$ cat config.mk
export PLATFORM = sky130hd
export DESIGN_NAME = spi_xfer_arbiter
export DESIGN_NICKNAME = d
export VERILOG_FILES = /design/src/rtl/spi_xfer_arbiter.sv
export SDC_FILE = /design/constraint.sdc
export NUM_CORES = 1
export LEC_CHECK = 0
export CORE_ASPECT_RATIO = 1.1
export CORE_MARGIN = 2
export CORE_UTILIZATION = 46
export CTS_CLUSTER_SIZE = 24
export DETAILED_ROUTE_END_ITERATION = 7
export PLACE_DENSITY = 0.88
export SKIP_LAST_GASP = 1
export SLEW_MARGIN = 20
export SYNTH_ARGS = -nofsm -noshare
export SYNTH_HDL_FRONTEND = slang
export SYNTH_SLANG_ARGS = --single-unit
$ cat constraint.sdc
create_clock -name Clk_i -period 3.4 [get_ports Clk_i]
set_input_delay 0.51 -clock Clk_i [delete_from_list [all_inputs] [get_ports Clk_i]]
set_output_delay 0.51 -clock Clk_i [all_outputs]
set_load 0.02 [all_outputs]
$ cat src/rtl/spi_xfer_arbiter.sv
// Round-robin arbiter sharing one SPI master among NREQ requesters.
// It runs the master's strobe/ready handshake and aborts transfers that hang.
`timescale 1ns/1ps
module spi_xfer_arbiter #(
    parameter int NREQ    = 4,
    parameter int SSW     = 2,
    parameter int TIMEOUT = 64
) (
    input  logic                Clk_i,
    input  logic                Rst_i,
    input  logic [NREQ-1:0]     Req_i,
    input  logic [NREQ*8-1:0]   Data_i,
    input  logic [NREQ*SSW-1:0] Ss_i,
    output logic [NREQ-1:0]     Gnt_o,
    output logic [NREQ-1:0]     Done_o,
    output logic [NREQ-1:0]     Err_o,
    output logic [7:0]          Rdata_o,
    output logic [7:0]          MBuf_o,
    output logic [SSW-1:0]      MSs_o,
    output logic                MStrobe_o,
    input  logic                MReady_i,
    input  logic [7:0]          MRcvd_i
);

    localparam int IW = (NREQ > 1) ? $clog2(NREQ) : 1;
    localparam int CW = (TIMEOUT > 2) ? $clog2(TIMEOUT) : 1;

    typedef enum logic [2:0] {IDLE, LOAD, STROBE, WAIT, DONE} stateT;

    stateT          state;
    logic [IW-1:0]  rr;
    logic [IW-1:0]  idx;
    logic [CW-1:0]  cnt;

    logic           pickValid;
    logic [IW-1:0]  pickIdx;
    logic [NREQ-1:0] pickOneHot;
    logic [7:0]     pickData;
    logic [SSW-1:0] pickSs;
    logic           pickLegal;

    function automatic logic isOneHot(input logic [SSW-1:0] m);
        return (m != '0) && ((m & (m - SSW'(1))) == '0);
    endfunction

    function automatic logic [IW-1:0] nextIdx(input logic [IW-1:0] i);
        return (int'(i) == NREQ - 1) ? '0 : i + IW'(1);
    endfunction

    // Scan offsets from farthest to nearest so the requester closest to rr wins.
    // NOTE: every always_comb output gets a default first so no latch is inferred.
    always_comb begin
        pickValid = 1'b0;
        pickIdx   = '0;
        for (int k = NREQ - 1; k >= 0; k--) begin
            if (Req_i[(int'(rr) + k) % NREQ]) begin
                pickValid = 1'b1;
                pickIdx   = IW'((int'(rr) + k) % NREQ);
            end
        end
        pickOneHot = NREQ'(1) << pickIdx;
        pickData   = Data_i[int'(pickIdx)*8 +: 8];
        pickSs     = Ss_i[int'(pickIdx)*SSW +: SSW];
        pickLegal  = isOneHot(pickSs);
    end

    // NOTE: sequential state uses non-blocking assignments only, so every
    // register samples the pre-edge values regardless of statement order.
    always_ff @(posedge Clk_i) begin
        if (Rst_i) begin
            state     <= IDLE;
            rr        <= '0;
            idx       <= '0;
            cnt       <= '0;
            Gnt_o     <= '0;
            Done_o    <= '0;
            Err_o     <= '0;
            Rdata_o   <= '0;
            MBuf_o    <= '0;
            MSs_o     <= '0;
            MStrobe_o <= 1'b0;
        end else begin
            case (state)
                IDLE: begin
                    if (pickValid) begin
                        idx   <= pickIdx;
                        Gnt_o <= pickOneHot;
                        if (pickLegal) begin
                            MBuf_o <= pickData;
                            MSs_o  <= pickSs;
                        end else begin
                            Err_o <= pickOneHot;
                        end
                        state <= LOAD;
                    end
                end
                LOAD: begin
                    // An illegal mask was flagged on capture; abort without strobing.
                    if (Err_o != '0) begin
                        Err_o <= '0;
                        Gnt_o <= '0;
                        rr    <= nextIdx(idx);
                        state <= IDLE;
                    end else begin
                        MStrobe_o <= 1'b1;
                        state     <= STROBE;
                    end
                end
                STROBE: begin
                    MStrobe_o <= 1'b0;
                    cnt       <= '0;
                    state     <= WAIT;
                end
                WAIT: begin
                    cnt <= cnt + CW'(1);
                    if (MReady_i) begin
                        Rdata_o <= MRcvd_i;
                        Done_o  <= Gnt_o;
                        state   <= DONE;
                    end else if (cnt == CW'(TIMEOUT - 2)) begin
                        Err_o <= Gnt_o;
                        state <= DONE;
                    end
                end
                DONE: begin
                    Done_o <= '0;
                    Err_o  <= '0;
                    Gnt_o  <= '0;
                    MSs_o  <= '0;
                    rr     <= nextIdx(idx);
                    state  <= IDLE;
                end
                default: state <= IDLE;
            endcase
        end
    end

endmodule

==> reports/results.txt <==
critical path's top delay family - compound AO/OA/AOI/OAI gates
setup tns final - 0 ns
global-route wire length before repair - 9830 um
Inserted Clock Buffers - 5
sequential share of the synthesized area - 34.7%
crit path kind - in -> reg
clk sinks - 44
CTS clk-pin slew, worst paths - 0.08 ns
fin crit period - 2.96 ns
vias in the first global route - 2219
syn nets - 378
Total GRT Usage - 20.5%
largest net degree at the start of global routing - 33
largest area contributor in the netlist - dfxtp_1
stages on the worst setup path - 8
worst r2r dst - Err_o[3]$_SDFFE_PP0P_
post-CTS setup buffer count - 0
asr flop ratio synth - 0%
Final Cell Area - 3540 um^2
CP arrival - 3.14 ns
Critical Path Start Type - primary input
CTS tree - done
RR Startpoint - rr[0]$_SDFFE_PP0P_
power density cells - 418 nW/um^2
antenna violations before repair - 0
Vias - 2531
Total Routed Length - 6430 um
Area growth syn-to-layout - 39.8%
fin. max-slew vios - 0
Die Span X - 74.8 um
1st-iter DRT viols - 182
Hold Crit Class - reg -> reg
HPWL after detailed placement - 4810 um
Syn Area/Cell - 7.93 um^2
Die Y - 81.9 um
port bufs - 85
largest cells by area after synthesis - dfxtp_1 35%, a21oi_1 8.5%, mux2i_1 7.9%
final setup fails - 0
Rows - 28
Mapped Cells - 320
worst slew margin relative to its limit - 53.8%
WP buf/inv - 1
max-cap viol count - 0
first drt pass iteration count - 4
CP cell instances - clkdlybuf4s50_1 > nor2b_1 > a221oi_1 > o21ai_0 > nor2b_1 > mux2_2 > a21oi_1 > mux2_2
worst-path fanout max - 12
Fmax achieved - 338 MHz
clk_skew - 0.0100 ns
most frequent cell after synthesis - nand2_1
antenna diode count - 0
initial cell density of the core - 47.3%
post-CTS sizing - 0
Placeable Area - 5360 um^2
status - finished clean
r2r setup slk - 0.83 ns
Critical Path End - Err_o[3]$_SDFFE_PP0P_
Leak - 1.29 nW
CP startpoint - Req_i[2]
predominant post-synthesis flop cell - dfxtp_1
DRC viols - 0
Post-DP Area - 3420 um^2
nets - 452
drt via density - 5.40
Final Wtd Congestion - 0.885
Peak VDD IR - 0.304 mV
Remaining Overflow, GRT - 0
kind of end point of the critical path - flip-flop
antenna-violating nets left - 0
Top Ports - 86
layout cells sized above 1 - 8.38%
RSZ-0062 raised after global routing - no
critical path's slowest cell - clkdlybuf4s50_1
worst r2r path cells - 7
CTS Buffer Depth - 2
Final period util - 87.1%
CTS Root Cell - clkbuf_8
Hold Path Depth - 2
Seq cells post-synth - 44
Avg WL per Cell - 13.7 um
H-tree levels - 2
Post-Syn Area - 2540 um^2
worst slew pin tran - 0.691 ns
top post-synthesis cells by count - 47 x nand2_1, 44 x dfxtp_1, 43 x a21oi_1, 37 x nor2_1, 20 x mux2i_1
Max stage delay on crit path - 0.57 ns
die area - 6120 um^2
clock latency on the worst-skew pair - 0.30 ns
cts hold-fix bufs - 0
number of synthesized flops with an enable pin - 0
top-area cell type share of the netlist area - 34.7%
yosys warns - 0
final-report hold violation count - 0
count of cell types in the netlist - 46
Worst EP required - 3.58 ns
-- routing by layer --
metal  vias to the layer above  global-route usage (%)  share of wire, %
li1                       1275                       -                 -
met5                         -                       0                 0
met4                         0                    6.79               1.9
met2                        66                    35.8                49
met1                      1177                    24.6                43
met3                        13                    4.66               6.1
-- worst min-delay path by stage --
stage	from	endpoint	slack (ns)
3_5_place_dp	Rdata_o[6]$_SDFFE_PP0P_	Rdata_o[6]$_SDFFE_PP0P_	0.45
4_1_cts	Rdata_o[4]$_SDFFE_PP0P_	Rdata_o[4]$_SDFFE_PP0P_	0.46
5_1_grt	Rdata_o[6]$_SDFFE_PP0P_	Rdata_o[6]$_SDFFE_PP0P_	0.48
6_report	Rdata_o[4]$_SDFFE_PP0P_	Rdata_o[4]$_SDFFE_PP0P_	0.46
2_1_floorplan	idx[1]$_SDFFE_PP0P_	idx[1]$_SDFFE_PP0P_	0.44
3_3_place_gp	MBuf_o[2]$_SDFFE_PP0P_	MBuf_o[2]$_SDFFE_PP0P_	0.44
-- worst register-to-register path, stage by stage, from the launching register on --
cell and delay, ns:
dfxtp_1 0.52, inv_1 0.07, a221oi_1 0.45, o21ai_0 0.18, nor2b_1 0.17, mux2_2 0.30
a21oi_1 0.38, mux2_2 0.39
-- sequential cells by signal (all words and copies together) (netlist names) --
name and flops:
MBuf_o 8, Rdata_o 8, cnt 6, Done_o 4
Err_o 4, Gnt_o 4, state 3, MSs_o 2
idx 2, rr 2, MStrobe_o 1
-- area by class of cell --
cell class	count	area (um^2)
Inverter	4	15.0
Clock buffer	5	68.8
Tap cell	75	93.8
Clock inverter	2	60.1
Fill cell	446	1820
Sequential cell	44	881
Multi-Input combinational cell	248	1540
Timing Repair Buffer	91	891
-- per-stage QoR --
stage               util, %  total power [mW]  worst slack (ns)  cells  hold WS, ns
floorplan                 -             0.863             0.799    320        0.440
global placement       63.8              1.02             0.204    462        0.438
detailed placement     63.8              1.03             0.147    462        0.449
CTS                    66.2              1.49             0.462    469        0.461
global route           66.1              1.56             0.230    469        0.481
finish                 66.1              1.48             0.437    469        0.456
-- power by group --
| part | switching, mW | total [mW] | internal [mW] |
|---|---|---|---|
| clock network | 0.171 | 0.460 | 0.289 |
| logic | 0.220 | 0.437 | 0.216 |
| registers | 0.0344 | 0.585 | 0.551 |
-- cells by family (layout without fill, tap and decap cells) --
group                    after synthesis  after routing  share of synthesized area, %
AND/OR/NAND/NOR                      125            125                          22.7
AO/OA/AOI/OAI                         84             84                          21.4
XOR/XNOR                               4              4                          1.38
multiplexers                          32             32                          13.2
buffers and inverters                 28            102                          5.03
flip-flops                            44             44                          34.7
adder cells (fa/ha/maj)                3              3                          1.48
-- cells in the final DEF (no fill, tap or decap), drive strengths merged, types with 2 or more instances in the layout --
cell / count
a32oi: 2
nor3b: 2
nor2: 37
mux2: 12
or4: 3
nand2b: 6
ha: 3
a211o: 8
nand2: 47
mux2i: 20
buf: 7
inv: 4
xnor2: 3
nor3: 6
and2: 3
bufinv: 2
clkdlybuf4s50: 84
and3: 3
o21ai: 9
dfxtp: 44
clkbuf: 5
o221a: 2
nor4: 2
nor2b: 6
nand3: 6
a22o: 2
a21oi: 43
a22oi: 5
o211ai: 2
Note: power is estimated with default switching activity, not from simulation.
